File: config.mk
export PLATFORM = sky130hd
export DESIGN_NAME = counter_seq_ctrl
export DESIGN_NICKNAME = d
export VERILOG_FILES = /design/src/rtl/counter_seq_ctrl.sv
export SDC_FILE = /design/constraint.sdc
export NUM_CORES = 1
export LEC_CHECK = 0
export CAP_MARGIN = 10
export CELL_PAD_IN_SITES_DETAIL_PLACEMENT = 1
export CELL_PAD_IN_SITES_GLOBAL_PLACEMENT = 2
export CORE_ASPECT_RATIO = 1.5
export CORE_MARGIN = 5
export CORE_UTILIZATION = 29
export CTS_BUF_LIST = sky130_fd_sc_hd__clkbuf_16
export DETAILED_ROUTE_END_ITERATION = 16
export PLACE_DENSITY = 0.84
export SLEW_MARGIN = 10
export SYNTH_ARGS = -nofsm -noshare
export SYNTH_HDL_FRONTEND = slang
export SYNTH_SLANG_ARGS = --single-unit
File: constraint.sdc
create_clock -name clk -period 2.2 [get_ports clk]
set_input_delay 0.66 -clock clk [delete_from_list [all_inputs] [get_ports clk]]
set_output_delay 0.66 -clock clk [all_outputs]
set_load 0.05 [all_outputs]
File: src/rtl/counter_seq_ctrl.sv
// Sequencing controller for a WIDTH-bit count register: runs start_val..end_val up or down,
// one-shot or repeating, at one step per PRESCALE clocks, with pause/abort control.
module counter_seq_ctrl #(
    parameter int WIDTH    = 3,
    parameter int PRESCALE = 1
) (
    input  logic             clk,
    input  logic             rst_n,
    input  logic             start,
    input  logic             pause,
    input  logic             abort,
    input  logic             dir,
    input  logic             mode,
    input  logic [WIDTH-1:0] start_val,
    input  logic [WIDTH-1:0] end_val,
    output logic [WIDTH-1:0] o,
    output logic             busy,
    output logic             done,
    output logic             wrap,
    output logic [1:0]       state
);

    localparam int PW = (PRESCALE > 1) ? $clog2(PRESCALE) : 1;
    localparam logic [PW-1:0] PLAST = PW'(PRESCALE - 1);

    typedef enum logic [1:0] {
        IDLE  = 2'd0,
        RUN   = 2'd1,
        PAUSE = 2'd2,
        DONE  = 2'd3
    } state_t;

    state_t           state_q, state_d;
    logic [WIDTH-1:0] o_q, o_d;
    logic [WIDTH-1:0] sv_q, sv_d;
    logic [WIDTH-1:0] ev_q, ev_d;
    logic             dir_q, dir_d;
    logic             mode_q, mode_d;
    logic [PW-1:0]    psc_q, psc_d;
    logic             done_q, done_d;
    logic             wrap_q, wrap_d;
    logic             run_cyc;

    function automatic logic [WIDTH-1:0] step_val(input logic [WIDTH-1:0] cur, input logic up);
        return up ? cur + WIDTH'(1) : cur - WIDTH'(1);
    endfunction

    always_ff @(posedge clk or negedge rst_n) begin
        if (!rst_n) begin
            state_q <= IDLE;
            o_q     <= '0;
            sv_q    <= '0;
            ev_q    <= '0;
            dir_q   <= 1'b0;
            mode_q  <= 1'b0;
            psc_q   <= '0;
            done_q  <= 1'b0;
            wrap_q  <= 1'b0;
        end else begin
            state_q <= state_d;
            o_q     <= o_d;
            sv_q    <= sv_d;
            ev_q    <= ev_d;
            dir_q   <= dir_d;
            mode_q  <= mode_d;
            psc_q   <= psc_d;
            done_q  <= done_d;
            wrap_q  <= wrap_d;
        end
    end

    always_comb begin
        state_d = state_q;
        o_d     = o_q;
        sv_d    = sv_q;
        ev_d    = ev_q;
        dir_d   = dir_q;
        mode_d  = mode_q;
        psc_d   = psc_q;
        done_d  = 1'b0;
        wrap_d  = 1'b0;
        run_cyc = 1'b0;

        case (state_q)
            IDLE, DONE: begin
                if (start) begin
                    sv_d    = start_val;
                    ev_d    = end_val;
                    dir_d   = dir;
                    mode_d  = mode;
                    o_d     = start_val;
                    psc_d   = '0;
                    state_d = RUN;
                end
            end
            RUN: begin
                if (pause) state_d = PAUSE;
                else       run_cyc = 1'b1;
            end
            PAUSE: begin
                // The resume cycle counts as a running cycle so a P-cycle pause costs exactly P.
                if (!pause) begin
                    state_d = RUN;
                    run_cyc = 1'b1;
                end
            end
            default: state_d = IDLE;
        endcase

        if (run_cyc) begin
            if (psc_q == PLAST) begin
                psc_d = '0;
                if (o_q != ev_q) begin
                    o_d = step_val(o_q, dir_q);
                end else if (mode_q) begin
                    o_d    = sv_q;
                    wrap_d = 1'b1;
                end else begin
                    state_d = DONE;
                    done_d  = 1'b1;
                end
            end else begin
                psc_d = psc_q + PW'(1);
            end
        end

        if (abort) begin
            state_d = IDLE;
            o_d     = '0;
            psc_d   = '0;
            done_d  = 1'b0;
            wrap_d  = 1'b0;
        end
    end

    assign o     = o_q;
    assign done  = done_q;
    assign wrap  = wrap_q;
    assign state = state_q;
    assign busy  = (state_q == RUN) || (state_q == PAUSE);

endmodule
==> results of run 1 <==
==> routing by layer <==
metal	part of all wire, %	wire (um)	track usage [%]
met1	39	818	12.92
met2	56	1183	22.38
met3	4.3	91	3.006
met4	0.57	12	4.261
met5	0	0	0
==> power groups by stage <==
stage	combinational, W	clock [W]	sequential (W)
detailed placement	0.000421	0	0.000388
global placement	0.000410	0	0.000385
floorplan	0.000229	0	0.000427
finish	0.000419	0.000341	0.000383
CTS	0.000425	0.000352	0.000385
global route	0.000448	0.000375	0.000392
==> per-stage QoR <==
step | hold WS [ns] | util, % | worst slack, ns | std cells | area [um2]
final | 0.4769 | 43.81 | 0.1271 | 134 | 1160
after global routing | 0.4943 | 43.81 | 0.05885 | 134 | 1160
after CTS | 0.4817 | 43.71 | 0.03042 | 134 | 1157
after detailed placement | 0.4707 | 40.74 | 0.04504 | 130 | 1079
after global placement | 0.4549 | 40.74 | 0.09676 | 130 | 1079
after floorplan | 0.3644 | - | 0.06599 | 70 | 795.8
==> cell usage in the layout, fill, tap and decap left out, types with 2 or more instances in the layout <==
cell / count
dfrtp_1: 15
buf_4: 8
a21o_1: 3
xnor2_1: 2
buf_12: 2
a21oi_1: 3
xor2_1: 3
clkdlybuf4s50_1: 14
o22ai_1: 2
o21ai_0: 4
mux2_2: 7
and3_1: 3
a22oi_1: 2
nand2b_1: 2
inv_1: 7
clkbuf_16: 3
nand2_1: 2
==> logic make-up after synthesis <==
group,Yosys count,share of synthesized area (%)
simple gates,14,11.32
xor+xnor,5,5.504
buf+inv,7,3.301
flops,15,47.17
compound gates,18,15.88
fa+ha+maj,3,5.660
mux,8,11.16
==> state kept, by name, indices dropped and copies added, names as in the netlist <==
signal and flops:
ev_q 3, done 1, dir_q 1, sv_q 3
o 3, wrap 1, mode_q 1, state 2
==> path summary, 6_finish.rpt <==
check | startpoint | to | slack (ns) | cells past startpoint
worst max-delay path | state[0] | busy | 0.13 | 4
worst min-delay path | sv_q[1] | sv_q[1] | 0.48 | 1
worst max register to register | o[0] | o[2] | 0.36 | 5
worst min register to register | sv_q[1] | sv_q[1] | 0.48 | 1
max in group asynchronous | rst_n | state[1] | 1.04 | 2
min in group asynchronous | rst_n | ev_q[0] | 0.70 | 1
==> what timing repair did <==
action / 4_1_cts / 5_1_grt
resized for setup: 0 / 1
hold endpoints to repair: 0 / 0
buffers inserted: 0 / 0
setup endpoints to repair: 0 / 1
==> area by class of cell <==
type	count	area [um2]	area share (%)
clock buffer	3	75.07	6.473
clock inverter	1	3.754	0.3236
inverter	6	22.52	1.942
multi-input combinational	48	396.6	34.20
sequential	15	375.4	32.36
tap	37	46.29	3.991
timing repair buffer	24	240.2	20.71
==> worst register-to-register path, stage by stage, from the launching register on <==
cell and delay [ns]:
dfrtp_1 0.45, fa_1 0.45, xnor2_1 0.22, xnor2_1 0.09, mux2_2 0.27, a221oi_2 0.26
==> parameters.txt, run 1 <==
Parameter                              Value

Pwr
  Worst VDD drop ... 0.0004946 V
  Pleak ... 0.5410 nW
  Clock power share ... 29.8%
  Switching power summed over all nets ... 0.0003743 W
  Sequential power share ... 33.5%
  Internal Dissipation ... 0.0007684 W
  Switching share of power ... 32.76%
  Combinational power share ... 36.7%
  Total Power Consumption ... 0.001143 W
  Power per cell area ... 985.2 nW/um2

Worst setup path
  CP cell instances ... inv_1, ha_2, inv_1, buf_12
  Critical path class ... reg -> out
  CP arrival ... 1.41 ns
  Largest stage delay, worst path ... 0.41 ns
  Crit path buffers/inverters ... 3
  Setup crit end kind ... primary output
  Startpoint type of the worst setup path ... flip-flop
  Most numerous cell on the critical path ... inv_1
  Critical-path maximum fanout ... 9
  Top cell family by delay on the critical path ... flip-flops
  Worst path required time ... 1.54 ns
  Slowest cell on the critical path ... dfrtp_1

Global routing
  Wire length of the first global-routing pass ... 3381 um
  Via count of the first global-routing pass ... 735
  Initial antenna violation count ... 0
  Largest net degree at the start of global routing ... 14
  Global-route usage over all layers ... 12.07%
  Remaining global-route overflow ... 0

Yosys
  Yosys top cell area share ... 47.17%
  Biggest area contributors in the synthesized netlist ... dfrtp_1 47%, mux2_2 9.9%, xor2_1 3.3%, ha_1 3.1%, a21o_1 2.8%
  Synth async-reset ratio ... 100.0%
  Post-synthesis cell type count ... 28
  Most numerous cell in the Yosys netlist ... dfrtp_1
  Number of instances in the synthesized netlist ... 70
  Post-synth top cells ... 15 x dfrtp_1, 7 x mux2_2, 6 x inv_1, 4 x o21ai_0
  Count of flip-flops with a built-in enable after synthesis ... 0
  Sequential element share of the synthesized area ... 47.17%
  Post-synthesis instance area ... 795.8 um2
  Mean area per synthesized cell ... 11.37 um2
  Synthesized net count ... 86
  Yosys warning count ... 0
  Most used flip-flop cell after synthesis ... dfrtp_1
  #FFs+latches synth ... 15
  Most area-hungry cell type in the Yosys netlist ... dfrtp_1

Layout
  Antenna diode count ... 0
  # nets final ... 114
  Fraction of final layout cells sized beyond drive strength 1 ... 23.71%
  Count of fill cells added during filler insertion ... 310
  Layout Area Growth over Synthesis ... 45.75%

Placed design
  Final HPWL from detailed placement ... 1660 um
  Total of buffers placed on input and output ports ... 20
  Last weighted congestion value of the routability-driven placer ... 0.7490

Timing
  Fmax ... 0.4824 GHz
  Ratio of final minimum period to clock period ... 94.22%
  Worst Skew ... 0.002444 ns
  Slew at the pin closest to its max-slew limit ... 0.5690 ns
  Aggregate negative setup slack ... 0 ns
  Unrepaired setup endpoints after global routing ... no
  Number of setup violations in the final report ... 0
  Total count of max-transition violations in the final report ... 0
  Final hold violation count ... 0
  Clock period minus final worst setup slack ... 2.073 ns
  Relative slew slack ... 61.57%

Floorplan
  DIE WIDTH ... 52.77 um
  Core Box Area ... 2648 um2
  Total I/O pin count ... 21
  Die extent in y ... 74.16 um
  Initial core utilization ... 30.06%
  Row count ... 23
  Overall die area ... 3913 um2

Clock tree
  Clock buffer count from CTS ... 3
  Clock tree from TritonCTS ... built
  Hold bufs inserted after CTS ... 0
  Clock sink count ... 15
  Maximum count of clock buffers along a single path ... 2
  Clock edge transition at the registers on the reported setup and hold paths ... 0.05 ns
  Cell at the root of the clock tree ... clkbuf_16
  Deepest level of the CTS H-tree ... 1
  Clock Latency Late Sink ... 0.24 ns

Detailed routing
  Detailed-route wire length ... 2106 um
  DR pass1 iterations ... 3
  Post-detailed-route wirelength per cell ... 15.72 um
  Mean number of vias per cell ... 4.813
  Starting DRC count in detailed routing ... 24
  Post-route antenna net violation count ... 0
  Total via count after detailed routing ... 645
  Number of design rule violations left after detail routing ... 0

Run status
  Result of the run ... finished, final reports clean

Run
  Max-capacitance violation count ... 0

Worst hold path
  Type of the worst min-delay path ... reg -> reg
Power figures use the tool's default switching activity.
==> inputs of run 2 (changes only) <==
Settings changed: ABC_CLOCK_PERIOD_IN_PS from default to 2200, REMOVE_ABC_BUFFERS from default to 1.
==> parameters.txt, run 2 (synthesis gave the netlist of run 1 again) <==
Parameter                              Value

Run status
  Result of the run ... finished, final reports clean

Global routing
  Global-route usage over all layers ... 12.37%
  Initial antenna violation count ... 0
  Remaining global-route overflow ... 0
  Via count of the first global-routing pass ... 731
  Wire length of the first global-routing pass ... 3443 um
  Largest net degree at the start of global routing ... 14

Worst setup path
  Crit path buffers/inverters ... 3
  Slowest cell on the critical path ... dfrtp_1
  Critical-path maximum fanout ... 9
  CP cell instances ... inv_1, ha_2, inv_1, buf_12
  Largest stage delay, worst path ... 0.42 ns
  Worst path required time ... 1.54 ns
  Critical path class ... reg -> out
  Startpoint type of the worst setup path ... flip-flop
  Top cell family by delay on the critical path ... flip-flops
  Most numerous cell on the critical path ... inv_1
  Setup crit end kind ... primary output
  CP arrival ... 1.41 ns

Clock tree
  Clock buffer count from CTS ... 3
  Clock Latency Late Sink ... 0.25 ns
  Maximum count of clock buffers along a single path ... 2
  Hold bufs inserted after CTS ... 0
  Deepest level of the CTS H-tree ... 1
  Clock edge transition at the registers on the reported setup and hold paths ... 0.05 ns
  Cell at the root of the clock tree ... clkbuf_16
  Clock sink count ... 15
  Post-CTS setup repair buffer count ... 0
  Clock tree from TritonCTS ... built

Detailed routing
  Starting DRC count in detailed routing ... 8
  Post-route antenna net violation count ... 0
  Detailed-route wire length ... 2100 um
  Total via count after detailed routing ... 651
  Post-detailed-route wirelength per cell ... 15.67 um
  Number of design rule violations left after detail routing ... 0
  DR pass1 iterations ... 4
  Mean number of vias per cell ... 4.858

Layout
  Fraction of final layout cells sized beyond drive strength 1 ... 24.74%
  Leading cell type in the layout, fill and taps excluded ... dfrtp_1
  Antenna diode count ... 0
  Layout Area Growth over Synthesis ... 46.23%
  Cell Count, Final, Fillers Out ... 134
  # nets final ... 114
  Commonest cells after routing, fill and taps aside ... 15 x dfrtp_1, 14 x clkdlybuf4s50_1, 8 x buf_4

Pwr
  Pleak ... 0.5364 nW
  Power per cell area ... 1013 nW/um2
  Worst VDD drop ... 0.0003959 V
  Total Power Consumption ... 0.001179 W

Run
  Max-capacitance violation count ... 0

Placed design
  Final HPWL from detailed placement ... 1693 um
  Total of buffers placed on input and output ports ... 20
  Placed instance count ... 130
  Last weighted congestion value of the routability-driven placer ... 0.7473

Timing
  Total count of max-transition violations in the final report ... 0
  Clock period minus final worst setup slack ... 2.070 ns
  Relative slew slack ... 65.38%
  Worst Skew ... 0.007532 ns
  Ratio of final minimum period to clock period ... 94.09%
  Slew at the pin closest to its max-slew limit ... 0.5127 ns
  Number of setup violations in the final report ... 0
  Worst hold slack across all endpoints ... 0.4819 ns
  Aggregate negative setup slack ... 0 ns
  Fmax ... 0.4831 GHz
  Final hold violation count ... 0
  Unrepaired setup endpoints after global routing ... no

Worst hold path
  Type of the worst min-delay path ... reg -> reg

Floorplan
  Die extent in y ... 74.16 um
  Overall die area ... 3913 um2
  Total I/O pin count ... 21
  DIE WIDTH ... 52.77 um
  Initial core utilization ... 30.06%
  Row count ... 23
  Core Box Area ... 2648 um2
==> run 2: cell count changes in the layout (fill, tap and decap cells not counted) <==
cell        previous run  this run
inv_1                  7         6
clkinvlp_4             0         1
==> run 2: where the power goes <==
group / switching [W] / internal, W / total (W)
Clock: 0.000121 / 0.000245 / 0.000366
Sequential: 0.0000545 / 0.000330 / 0.000384
Combinational: 0.000223 / 0.000206 / 0.000429
==> run 2: per-layer routing <==
layer	vias up	GRT usage, %	share of wire (%)
li1	305	-	-
met4	0	7.386	2.3
met1	321	11.35	34
met5	-	0	0
met3	6	3.607	4.4
met2	19	23.20	59
==> run 2: final timing paths <==
path	slack, ns	cells after the start	end	startpoint
min	0.48	1	sv_q[1]	sv_q[1]
max	0.13	4	busy	state[0]
max in group asynchronous	1.06	2	sv_q[0]	rst_n
max reg2reg	0.37	5	o[2]	o[0]
min reg2reg	0.48	1	sv_q[1]	sv_q[1]
min in group asynchronous	0.69	1	ev_q[2]	rst_n
==> run 2: timing repair <==
| item | in CTS | in global routing |
|---|---|---|
| gates resized for setup | 0 | 1 |
| setup endpoints to repair | 0 | 1 |
| hold endpoints to repair | 0 | 0 |
==> run 2: area by class of cell <==
type	instances	area, um2
sequential	15	375.4
timing repair buffer	24	240.2
multi-input combinational	48	396.6
inverter	6	22.52
tap	37	46.29
clock buffer	3	75.07
clock inverter	1	7.507
fill	301	1484
==> run 2: worst register-to-register path: stages, from the launching register on <==
cell and delay (ns):
dfrtp_1 0.45, fa_1 0.46, xnor2_1 0.21, xnor2_1 0.10, mux2_2 0.28, a221oi_2 0.26
==> run 2: stage by stage <==
step | utilization, % | setup WS [ns] | cell area, um2
after global placement | 40.74 | 0.1188 | 1079
after global routing | 43.95 | 0.009025 | 1164
final | 43.95 | 0.1300 | 1164
after CTS | 43.86 | 0.05765 | 1161
after floorplan | - | 0.06599 | 792.0
after detailed placement | 40.74 | 0.06911 | 1079
